File: src/rtl/id_stage.sv
// ---------------------------------------------------------------------------
// id_stage -- instruction decode stage of the five-stage MIPS pipeline.
//
// Decodes the supported MIPS subset, resolves branch and jump targets in ID
// (one architectural delay slot, which this stage never squashes), detects
// operand hazards by comparing each operand's Tuse against the producer's
// Tnew, forwards operands from EX/MEM, and holds the ID/EX pipeline register.
//
// Ports
//   clk, rst                 clock; synchronous active-high reset
//   id_pc, id_instr          pc and instruction currently in ID (0 = nop)
//   rs_addr, rt_addr         GRF read addresses (instr[25:21], instr[20:16])
//   rs_rdata, rt_rdata       GRF read data (combinational, write-through)
//   m_wa, m_wd, m_tnew       MEM-stage destination, result, cycles to ready
//   stall                    hold fetch and ID, inject a bubble into EX
//   j, npc                   redirect kind (0 seq,1 br,2 j/jal,3 jr) + target
//   ex_pc .. ex_tnew         ID/EX register contents feeding EX
//
// Handshake: there is no valid/ready pair. stall is the only flow control:
// while stall=1 the producer (fetch) must present the same id_pc/id_instr
// on the next cycle, and EX receives a bubble (all-zero ID/EX contents).
// ---------------------------------------------------------------------------
module id_stage #(
  parameter int RA_REG      = 31,
  parameter int LINK_OFFSET = 8
) (
  input  logic        clk,
  input  logic        rst,
  input  logic [31:0] id_pc,
  input  logic [31:0] id_instr,
  output logic [4:0]  rs_addr,
  output logic [4:0]  rt_addr,
  input  logic [31:0] rs_rdata,
  input  logic [31:0] rt_rdata,
  input  logic [4:0]  m_wa,
  input  logic [31:0] m_wd,
  input  logic [1:0]  m_tnew,
  output logic        stall,
  output logic [2:0]  j,
  output logic [31:0] npc,
  output logic [31:0] ex_pc,
  output logic [31:0] ex_rs_val,
  output logic [31:0] ex_rt_val,
  output logic [31:0] ex_imm32,
  output logic [3:0]  ex_op,
  output logic [4:0]  ex_wa,
  output logic [1:0]  ex_tnew
);

  // Internal operation codes, also the encoding of ex_op.
  localparam logic [3:0] OP_NOP  = 4'd0;
  localparam logic [3:0] OP_ADDU = 4'd1;
  localparam logic [3:0] OP_SUBU = 4'd2;
  localparam logic [3:0] OP_ORI  = 4'd3;
  localparam logic [3:0] OP_LUI  = 4'd4;
  localparam logic [3:0] OP_LW   = 4'd5;
  localparam logic [3:0] OP_SW   = 4'd6;
  localparam logic [3:0] OP_BEQ  = 4'd7;
  localparam logic [3:0] OP_BNE  = 4'd8;
  localparam logic [3:0] OP_J    = 4'd9;
  localparam logic [3:0] OP_JAL  = 4'd10;
  localparam logic [3:0] OP_JR   = 4'd11;

  // MIPS primary opcodes and R-type function codes.
  localparam logic [5:0] OPC_RTYPE = 6'h00;
  localparam logic [5:0] OPC_J     = 6'h02;
  localparam logic [5:0] OPC_JAL   = 6'h03;
  localparam logic [5:0] OPC_BEQ   = 6'h04;
  localparam logic [5:0] OPC_BNE   = 6'h05;
  localparam logic [5:0] OPC_ORI   = 6'h0D;
  localparam logic [5:0] OPC_LUI   = 6'h0F;
  localparam logic [5:0] OPC_LW    = 6'h23;
  localparam logic [5:0] OPC_SW    = 6'h2B;
  localparam logic [5:0] FN_JR     = 6'h08;
  localparam logic [5:0] FN_ADDU   = 6'h21;
  localparam logic [5:0] FN_SUBU   = 6'h23;

  localparam logic [4:0]  RA_ADDR  = 5'(RA_REG);
  localparam logic [31:0] LINK_OFF = 32'(LINK_OFFSET);

  // Instruction fields.
  logic [5:0]  opcode;
  logic [5:0]  funct;
  logic [4:0]  rd_addr;
  logic [15:0] imm16;
  logic [31:0] imm_sext;
  logic [31:0] imm_zext;

  assign opcode   = id_instr[31:26];
  assign funct    = id_instr[5:0];
  assign rs_addr  = id_instr[25:21];
  assign rt_addr  = id_instr[20:16];
  assign rd_addr  = id_instr[15:11];
  assign imm16    = id_instr[15:0];
  assign imm_sext = {{16{imm16[15]}}, imm16};
  assign imm_zext = {16'h0000, imm16};

  // Decoded control.
  logic [3:0]  dec_op;
  logic [4:0]  dec_wa;
  logic [1:0]  dec_tnew;
  logic [31:0] dec_imm32;
  logic        rs_use;
  logic        rt_use;
  logic [1:0]  rs_tuse;
  logic [1:0]  rt_tuse;

  always_comb begin
    dec_op    = OP_NOP;
    dec_wa    = 5'd0;
    dec_tnew  = 2'd0;
    dec_imm32 = 32'h0;
    rs_use    = 1'b0;
    rt_use    = 1'b0;
    rs_tuse   = 2'd0;
    rt_tuse   = 2'd0;
    case (opcode)
      OPC_RTYPE: begin
        case (funct)
          FN_ADDU, FN_SUBU: begin
            dec_op    = (funct == FN_ADDU) ? OP_ADDU : OP_SUBU;
            dec_wa    = rd_addr;
            dec_tnew  = 2'd1;
            // addu keeps the sign-extended low half; subu carries no immediate.
            dec_imm32 = (funct == FN_ADDU) ? imm_sext : 32'h0;
            rs_use    = 1'b1;
            rt_use    = 1'b1;
            rs_tuse   = 2'd1;
            rt_tuse   = 2'd1;
          end
          FN_JR: begin
            dec_op  = OP_JR;
            rs_use  = 1'b1;
            rs_tuse = 2'd0;
          end
          default: ;
        endcase
      end
      OPC_ORI: begin
        dec_op    = OP_ORI;
        dec_wa    = rt_addr;
        dec_tnew  = 2'd1;
        dec_imm32 = imm_zext;
        rs_use    = 1'b1;
        rs_tuse   = 2'd1;
      end
      OPC_LUI: begin
        dec_op    = OP_LUI;
        dec_wa    = rt_addr;
        dec_tnew  = 2'd1;
        dec_imm32 = {imm16, 16'h0000};
      end
      OPC_LW: begin
        dec_op    = OP_LW;
        dec_wa    = rt_addr;
        dec_tnew  = 2'd2;
        dec_imm32 = imm_sext;
        rs_use    = 1'b1;
        rs_tuse   = 2'd1;
      end
      OPC_SW: begin
        dec_op    = OP_SW;
        dec_imm32 = imm_sext;
        rs_use    = 1'b1;
        rs_tuse   = 2'd1;
        // Store data is only needed in MEM, two cycles after ID.
        rt_use    = 1'b1;
        rt_tuse   = 2'd2;
      end
      OPC_BEQ, OPC_BNE: begin
        dec_op    = (opcode == OPC_BEQ) ? OP_BEQ : OP_BNE;
        dec_imm32 = imm_sext;
        rs_use    = 1'b1;
        rt_use    = 1'b1;
      end
      OPC_J: begin
        dec_op = OP_J;
      end
      OPC_JAL: begin
        dec_op   = OP_JAL;
        dec_wa   = RA_ADDR;
        dec_tnew = 2'd0;
      end
      default: ;
    endcase
  end

  // Operand forwarding. A producer in EX can only have Tnew=0 if it is a
  // link write (jal), whose value is known from its pc alone.
  logic [31:0] rs_fwd;
  logic [31:0] rt_fwd;

  always_comb begin
    rs_fwd = rs_rdata;
    if (rs_addr != 5'd0 && rs_addr == ex_wa && ex_tnew == 2'd0) begin
      rs_fwd = ex_pc + LINK_OFF;
    end else if (rs_addr != 5'd0 && rs_addr == m_wa && m_tnew == 2'd0) begin
      rs_fwd = m_wd;
    end
  end

  always_comb begin
    rt_fwd = rt_rdata;
    if (rt_addr != 5'd0 && rt_addr == ex_wa && ex_tnew == 2'd0) begin
      rt_fwd = ex_pc + LINK_OFF;
    end else if (rt_addr != 5'd0 && rt_addr == m_wa && m_tnew == 2'd0) begin
      rt_fwd = m_wd;
    end
  end

  // Hazard detection: stall while a needed producer is further from ready
  // than this instruction can wait.
  logic rs_haz;
  logic rt_haz;

  always_comb begin
    rs_haz = rs_use && (rs_addr != 5'd0) &&
             ((rs_addr == ex_wa && ex_tnew > rs_tuse) ||
              (rs_addr == m_wa  && m_tnew  > rs_tuse));
    rt_haz = rt_use && (rt_addr != 5'd0) &&
             ((rt_addr == ex_wa && ex_tnew > rt_tuse) ||
              (rt_addr == m_wa  && m_tnew  > rt_tuse));
  end

  assign stall = rs_haz | rt_haz;

  // Redirect. Suppressed while stalled because the operands are stale.
  logic [31:0] br_target;
  logic [31:0] jmp_target;

  assign br_target  = id_pc + 32'd4 + {imm_sext[29:0], 2'b00};
  assign jmp_target = {id_pc[31:28], id_instr[25:0], 2'b00};

  always_comb begin
    j   = 3'd0;
    npc = id_pc + 32'd4;
    if (!stall) begin
      case (dec_op)
        OP_BEQ: begin
          if (rs_fwd == rt_fwd) begin
            j   = 3'd1;
            npc = br_target;
          end
        end
        OP_BNE: begin
          if (rs_fwd != rt_fwd) begin
            j   = 3'd1;
            npc = br_target;
          end
        end
        OP_J, OP_JAL: begin
          j   = 3'd2;
          npc = jmp_target;
        end
        OP_JR: begin
          j   = 3'd3;
          npc = rs_fwd;
        end
        default: ;
      endcase
    end
  end

  // ID/EX register. A bubble is the all-zero encoding (nop, no dest, Tnew 0).
  always_ff @(posedge clk) begin
    if (rst || stall) begin
      ex_pc     <= 32'h0;
      ex_rs_val <= 32'h0;
      ex_rt_val <= 32'h0;
      ex_imm32  <= 32'h0;
      ex_op     <= OP_NOP;
      ex_wa     <= 5'd0;
      ex_tnew   <= 2'd0;
    end else begin
      ex_pc     <= id_pc;
      ex_rs_val <= rs_fwd;
      ex_rt_val <= rt_fwd;
      ex_imm32  <= dec_imm32;
      ex_op     <= dec_op;
      ex_wa     <= dec_wa;
      ex_tnew   <= dec_tnew;
    end
  end

endmodule

File: config.mk
export PLATFORM = sky130hd
export DESIGN_NAME = id_stage
export DESIGN_NICKNAME = d
export VERILOG_FILES = /design/src/rtl/id_stage.sv
export SDC_FILE = /design/constraint.sdc
export NUM_CORES = 1
export LEC_CHECK = 0
export ABC_AREA = 1
export BUFFER_PORTS_ARGS = -buffer_cell sky130_fd_sc_hd__clkbuf_2
export CORE_ASPECT_RATIO = 0.6
export CORE_MARGIN = 5
export CORE_UTILIZATION = 54
export CTS_CLUSTER_DIAMETER = 120
export DETAILED_ROUTE_END_ITERATION = 12
export PLACE_DENSITY = 0.82
export SETUP_SLACK_MARGIN = 0.3
export SLEW_MARGIN = 20
export SYNTH_ARGS = -nofsm -noshare
export SYNTH_HDL_FRONTEND = slang
export SYNTH_SLANG_ARGS = --single-unit
File: constraint.sdc
create_clock -name clk -period 5.3 [get_ports clk]
set_clock_uncertainty 0.05 [all_clocks]
set_input_delay 0.795 -clock clk [delete_from_list [all_inputs] [get_ports clk]]
set_output_delay 0.795 -clock clk [all_outputs]
set_load 0.02 [all_outputs]
==> metrics.md <==
| Metric | Value |
|---|---|
| Number of distinct standard cells referenced by the synthesized netlist | `54` |
| Gate family responsible for the most delay along the worst path | `simple AND/OR/NAND/NOR gates` |
| Initial Util | `55.4%` |
| DRT Wirelength | `61000 µm` |
| Reported max-cap violation count | `0` |
| Critical path's most frequent cell | `sky130_fd_sc_hd__nand2_1` |
| Register-to-register setup slack | `2.58 ns` |
| Total routing resource utilization after global routing | `41.5%` |
| Slew of the pin with the lowest slew margin | `1.05 ns` |
| CTS buffer count | `17` |
| WP data arrival | `4.22 ns` |
| Result of the run | `finished clean` |
| Average vias per placed instance | `5.83` |
| Count of pins over their slew limit | `0` |
| Final Critical Period | `5.07 ns` |
| Crit path depth | `25` |
| Die area | `27200 µm²` |
| Count of input and output buffers | `352` |
| Dpl hpwl | `46200 µm` |
| Area of all placed cells without fillers | `16800 µm²` |
| Non-filler cells, final | `3017` |
| GR Overflow Total | `0` |
| Remaining antenna violation count | `0` |
| Filler Cell Count | `1974` |
| Ports | `354` |
| Number of antenna violations at the first check in global routing | `2` |
| Root Buffer Master | `sky130_fd_sc_hd__clkbuf_16` |
| Classification of the worst-slack hold path | `primary input to flip-flop` |
| Number of endpoints with negative hold slack in the final report | `0` |
| Leading area contributor after synthesis | `sky130_fd_sc_hd__nand2_1` |
| Synth Area in Adders | `4.22%` |
| Signed area change from the synthesized netlist to the final layout | `30.0%` |
| Final critical-path setup slack | `0.233 ns` |
| Cells taking the most area after synthesis | `sky130_fd_sc_hd__nand2_1 (25%), sky130_fd_sc_hd__dfxtp_1 (22%), sky130_fd_sc_hd__inv_1 (8.9%)` |
| Leakage power | `9.45 nW` |
| Longest individual stage delay on the worst path | `0.31 ns` |
| Die X-Extent | `210 µm` |
| Buffers plus inverters on the worst setup path | `5` |
| Main combinational cell family by area after synthesis | `simple AND/OR/NAND/NOR gates` |
| Max VDD drop | `0.232 mV` |
| Top cell type's share of synthesized area | `25.4%` |
| Capture point of the critical path | `npc[30]` |
| Mean cell area of the mapped netlist | `5.61 µm²` |
| H-tree Lvls | `4` |
| DRC violations left | `0` |
| Cell at the slowest stage of the critical path | `sky130_fd_sc_hd__ha_4` |
| Reg2reg start | `ex_tnew[1]` |
| Accumulated negative setup slack | `0 ns` |
| Core Area | `23300 µm²` |
| Syn Inst Count | `2302` |
| Hold path start | `id_pc[0]` |
| Clock transition at path regs | `0.08 ns` |
| Share of async-settable or async-resettable flops after synthesis | `0%` |
| Unrepaired setup endpoints after global routing | `true` |
| Startpoint of the most critical setup path | `id_pc[2]` |
| Mapped Nets | `2514` |
| Number of synthesized flops with an enable pin | `0` |
| Post-place instance area | `15300 µm²` |
| Multiplexer share of the synthesized area | `0%` |
| Buffers from clock root to sink, at most | `2` |
| FMAX | `0.197 GHz` |
| Final cell utilization of the core | `72.1%` |
| Synthesis warning total | `0` |
| Most used DFF post-synth | `sky130_fd_sc_hd__dfxtp_1` |
| Worst Reg2Reg Path Length in Cells | `11` |
| Type of element launching the critical path | `primary input` |
| Synthesized cell area | `12900 µm²` |
| Final Power | `3.60 mW` |
| WL per Instance | `20.2 µm` |
| Endpoint kind of the worst setup timing path | `primary output` |
| Number of rows created at floorplan | `43` |
| Fraction of final layout cells with drive strength greater than 1 | `23.8%` |
| Normalized max-slew margin | `29.4%` |
| Final period util | `95.6%` |
| Capturing point of the worst reg2reg path | `ex_rs_val[25]` |
| Setup violators final | `0` |
| Pin count of the biggest net entering global routing | `75` |
| Fin Hold WS | `0.521 ns` |
| CP max FO | `4` |
| Clock latency at the later pin of the worst-skew pair | `0.46 ns` |
| NumNets Final | `2899` |
| Yosys reg bits | `139` |
| Die boundary height | `130 µm` |
| Simple-gate share of the synthesized area | `47.7%` |
| Area fraction in compound gates after synthesis | `7.80%` |
| Final Wtd Congestion | `1.05` |
| Drt pass-1 iters | `6` |
| Via count | `17600` |
| Most used standard cell by instance count after synthesis | `sky130_fd_sc_hd__nand2_1` |
| Most used standard cells in the synthesized netlist | `sky130_fd_sc_hd__nand2_1 (874), sky130_fd_sc_hd__inv_1 (306), sky130_fd_sc_hd__nor2_1 (265)` |
| XOR/XNOR Fraction of Synth Area | `4.95%` |
| Endpoint required time on the critical path | `4.45 ns` |
| Post-synthesis sequential area ratio | `21.5%` |
| Setup Crit Path Kind | `primary input to primary output` |
| Number of cells after detailed placement | `2960` |
| Wire length of the first global-routing pass | `88500 µm` |
| Number of sinks driven by the clock tree | `139` |
| TritonCTS clock tree | `done` |
| Starting DRC count in detailed routing | `2708` |
| Via count of the first global-routing pass | `15800` |
| Power Dens Cells | `214 nW/µm²` |
| Worst slack after detailed placement | `-0.0493 ns` |
-- cell usage in the layout, fill, tap and decap left out, types with 5 or more instances in the layout --
cell,netlist,final
sky130_fd_sc_hd__nor3_1,23,14
sky130_fd_sc_hd__nand2_1,874,860
sky130_fd_sc_hd__o21bai_1,6,5
sky130_fd_sc_hd__nand3_4,1,5
sky130_fd_sc_hd__nor3_2,0,7
sky130_fd_sc_hd__xnor2_1,26,25
sky130_fd_sc_hd__buf_6,12,13
sky130_fd_sc_hd__inv_1,306,299
sky130_fd_sc_hd__xor2_1,47,44
sky130_fd_sc_hd__nand3_1,148,143
sky130_fd_sc_hd__nor2_2,9,19
sky130_fd_sc_hd__nand3b_1,7,7
sky130_fd_sc_hd__o21ai_1,15,22
sky130_fd_sc_hd__buf_4,20,88
sky130_fd_sc_hd__nand3_2,6,7
sky130_fd_sc_hd__nor2_1,265,247
sky130_fd_sc_hd__o21ai_0,28,19
sky130_fd_sc_hd__ha_4,0,8
sky130_fd_sc_hd__clkbuf_2,0,340
sky130_fd_sc_hd__buf_12,0,10
sky130_fd_sc_hd__dfxtp_1,139,134
sky130_fd_sc_hd__o22ai_1,29,29
sky130_fd_sc_hd__nor2_4,1,9
sky130_fd_sc_hd__buf_8,0,6
sky130_fd_sc_hd__a21oi_2,0,11
sky130_fd_sc_hd__a31oi_1,8,8
sky130_fd_sc_hd__nand2_2,16,24
sky130_fd_sc_hd__a21oi_1,62,49
sky130_fd_sc_hd__inv_2,6,9
sky130_fd_sc_hd__nand2_4,1,7
sky130_fd_sc_hd__inv_8,0,5
sky130_fd_sc_hd__nand4_1,92,92
sky130_fd_sc_hd__clkbuf_16,0,20
sky130_fd_sc_hd__ha_1,42,33
-- power by group --
part | internal (mW) | switching [mW]
clock network | 0.690 | 0.604
registers | 1.09 | 0.0428
logic | 0.397 | 0.774
total | 2.18 | 1.42
-- how the worst min path moves through the flow --
stage,endpoint,slack [ns],cells after the start
6_report,ex_pc[0],0.52,3
5_1_grt,ex_pc[0],0.54,3
3_3_place_gp,ex_rt_val[0],0.60,4
2_1_floorplan,ex_rt_val[0],0.61,4
4_1_cts,ex_pc[0],0.52,3
3_5_place_dp,ex_rt_val[0],0.60,4
-- layout make-up --
cell class | instances | area [µm²] | share of cell area (%)
Timing Repair Buffer | 463 | 2890 | 17.2
Antenna cell | 2 | 5.00 | 0.0298
Sequential cell | 139 | 2790 | 16.6
Multi-Input combinational cell | 1749 | 8890 | 53.0
Clock buffer | 18 | 439 | 2.61
Tap cell | 315 | 394 | 2.35
Inverter | 317 | 1200 | 7.17
Clock inverter | 14 | 171 | 1.02
-- worst min-delay path: stages --
cell and delay, ns:
sky130_fd_sc_hd__clkbuf_2 0.08, sky130_fd_sc_hd__inv_1 0.07, sky130_fd_sc_hd__nor2_1 0.05
-- per-layer routing --
layer,share of wire (%),GRT usage [%]
met1,39,56.2
met2,40,61.4
met3,15,11.9
met4,5.5,19.2
met5,0.089,0
-- kinds of logic (layout without fill, tap and decap cells) --
family                     Yosys count  count (layout)
AOI/OAI and AO/OA                  172             172
xor gates and xnor gates            73              73
adders and majority gates           43              43
buffers and inverters              414             812
DFF                                139             139
other                                1               3
and+or+nand+nor                   1460            1460
-- sequential cells by signal, indices dropped and copies added, names as in the netlist --
| name | count |
|---|---|
| ex_op | 4 |
| ex_imm32 | 32 |
| ex_rs_val | 32 |
| ex_pc | 32 |
| ex_tnew | 2 |
| ex_rt_val | 32 |
| ex_wa | 5 |
-- timing repair --
| action | 4_1_cts | 5_1_grt |
|---|---|---|
| setup endpoints to repair | 13 | 34 |
| buffers inserted | 9 | 11 |
| resized for setup | 56 | 117 |
| pin swaps | 22 | 32 |
| cloned | 0 | 3 |
| hold buffers | 0 | 0 |
Power figures use the tool's default switching activity.
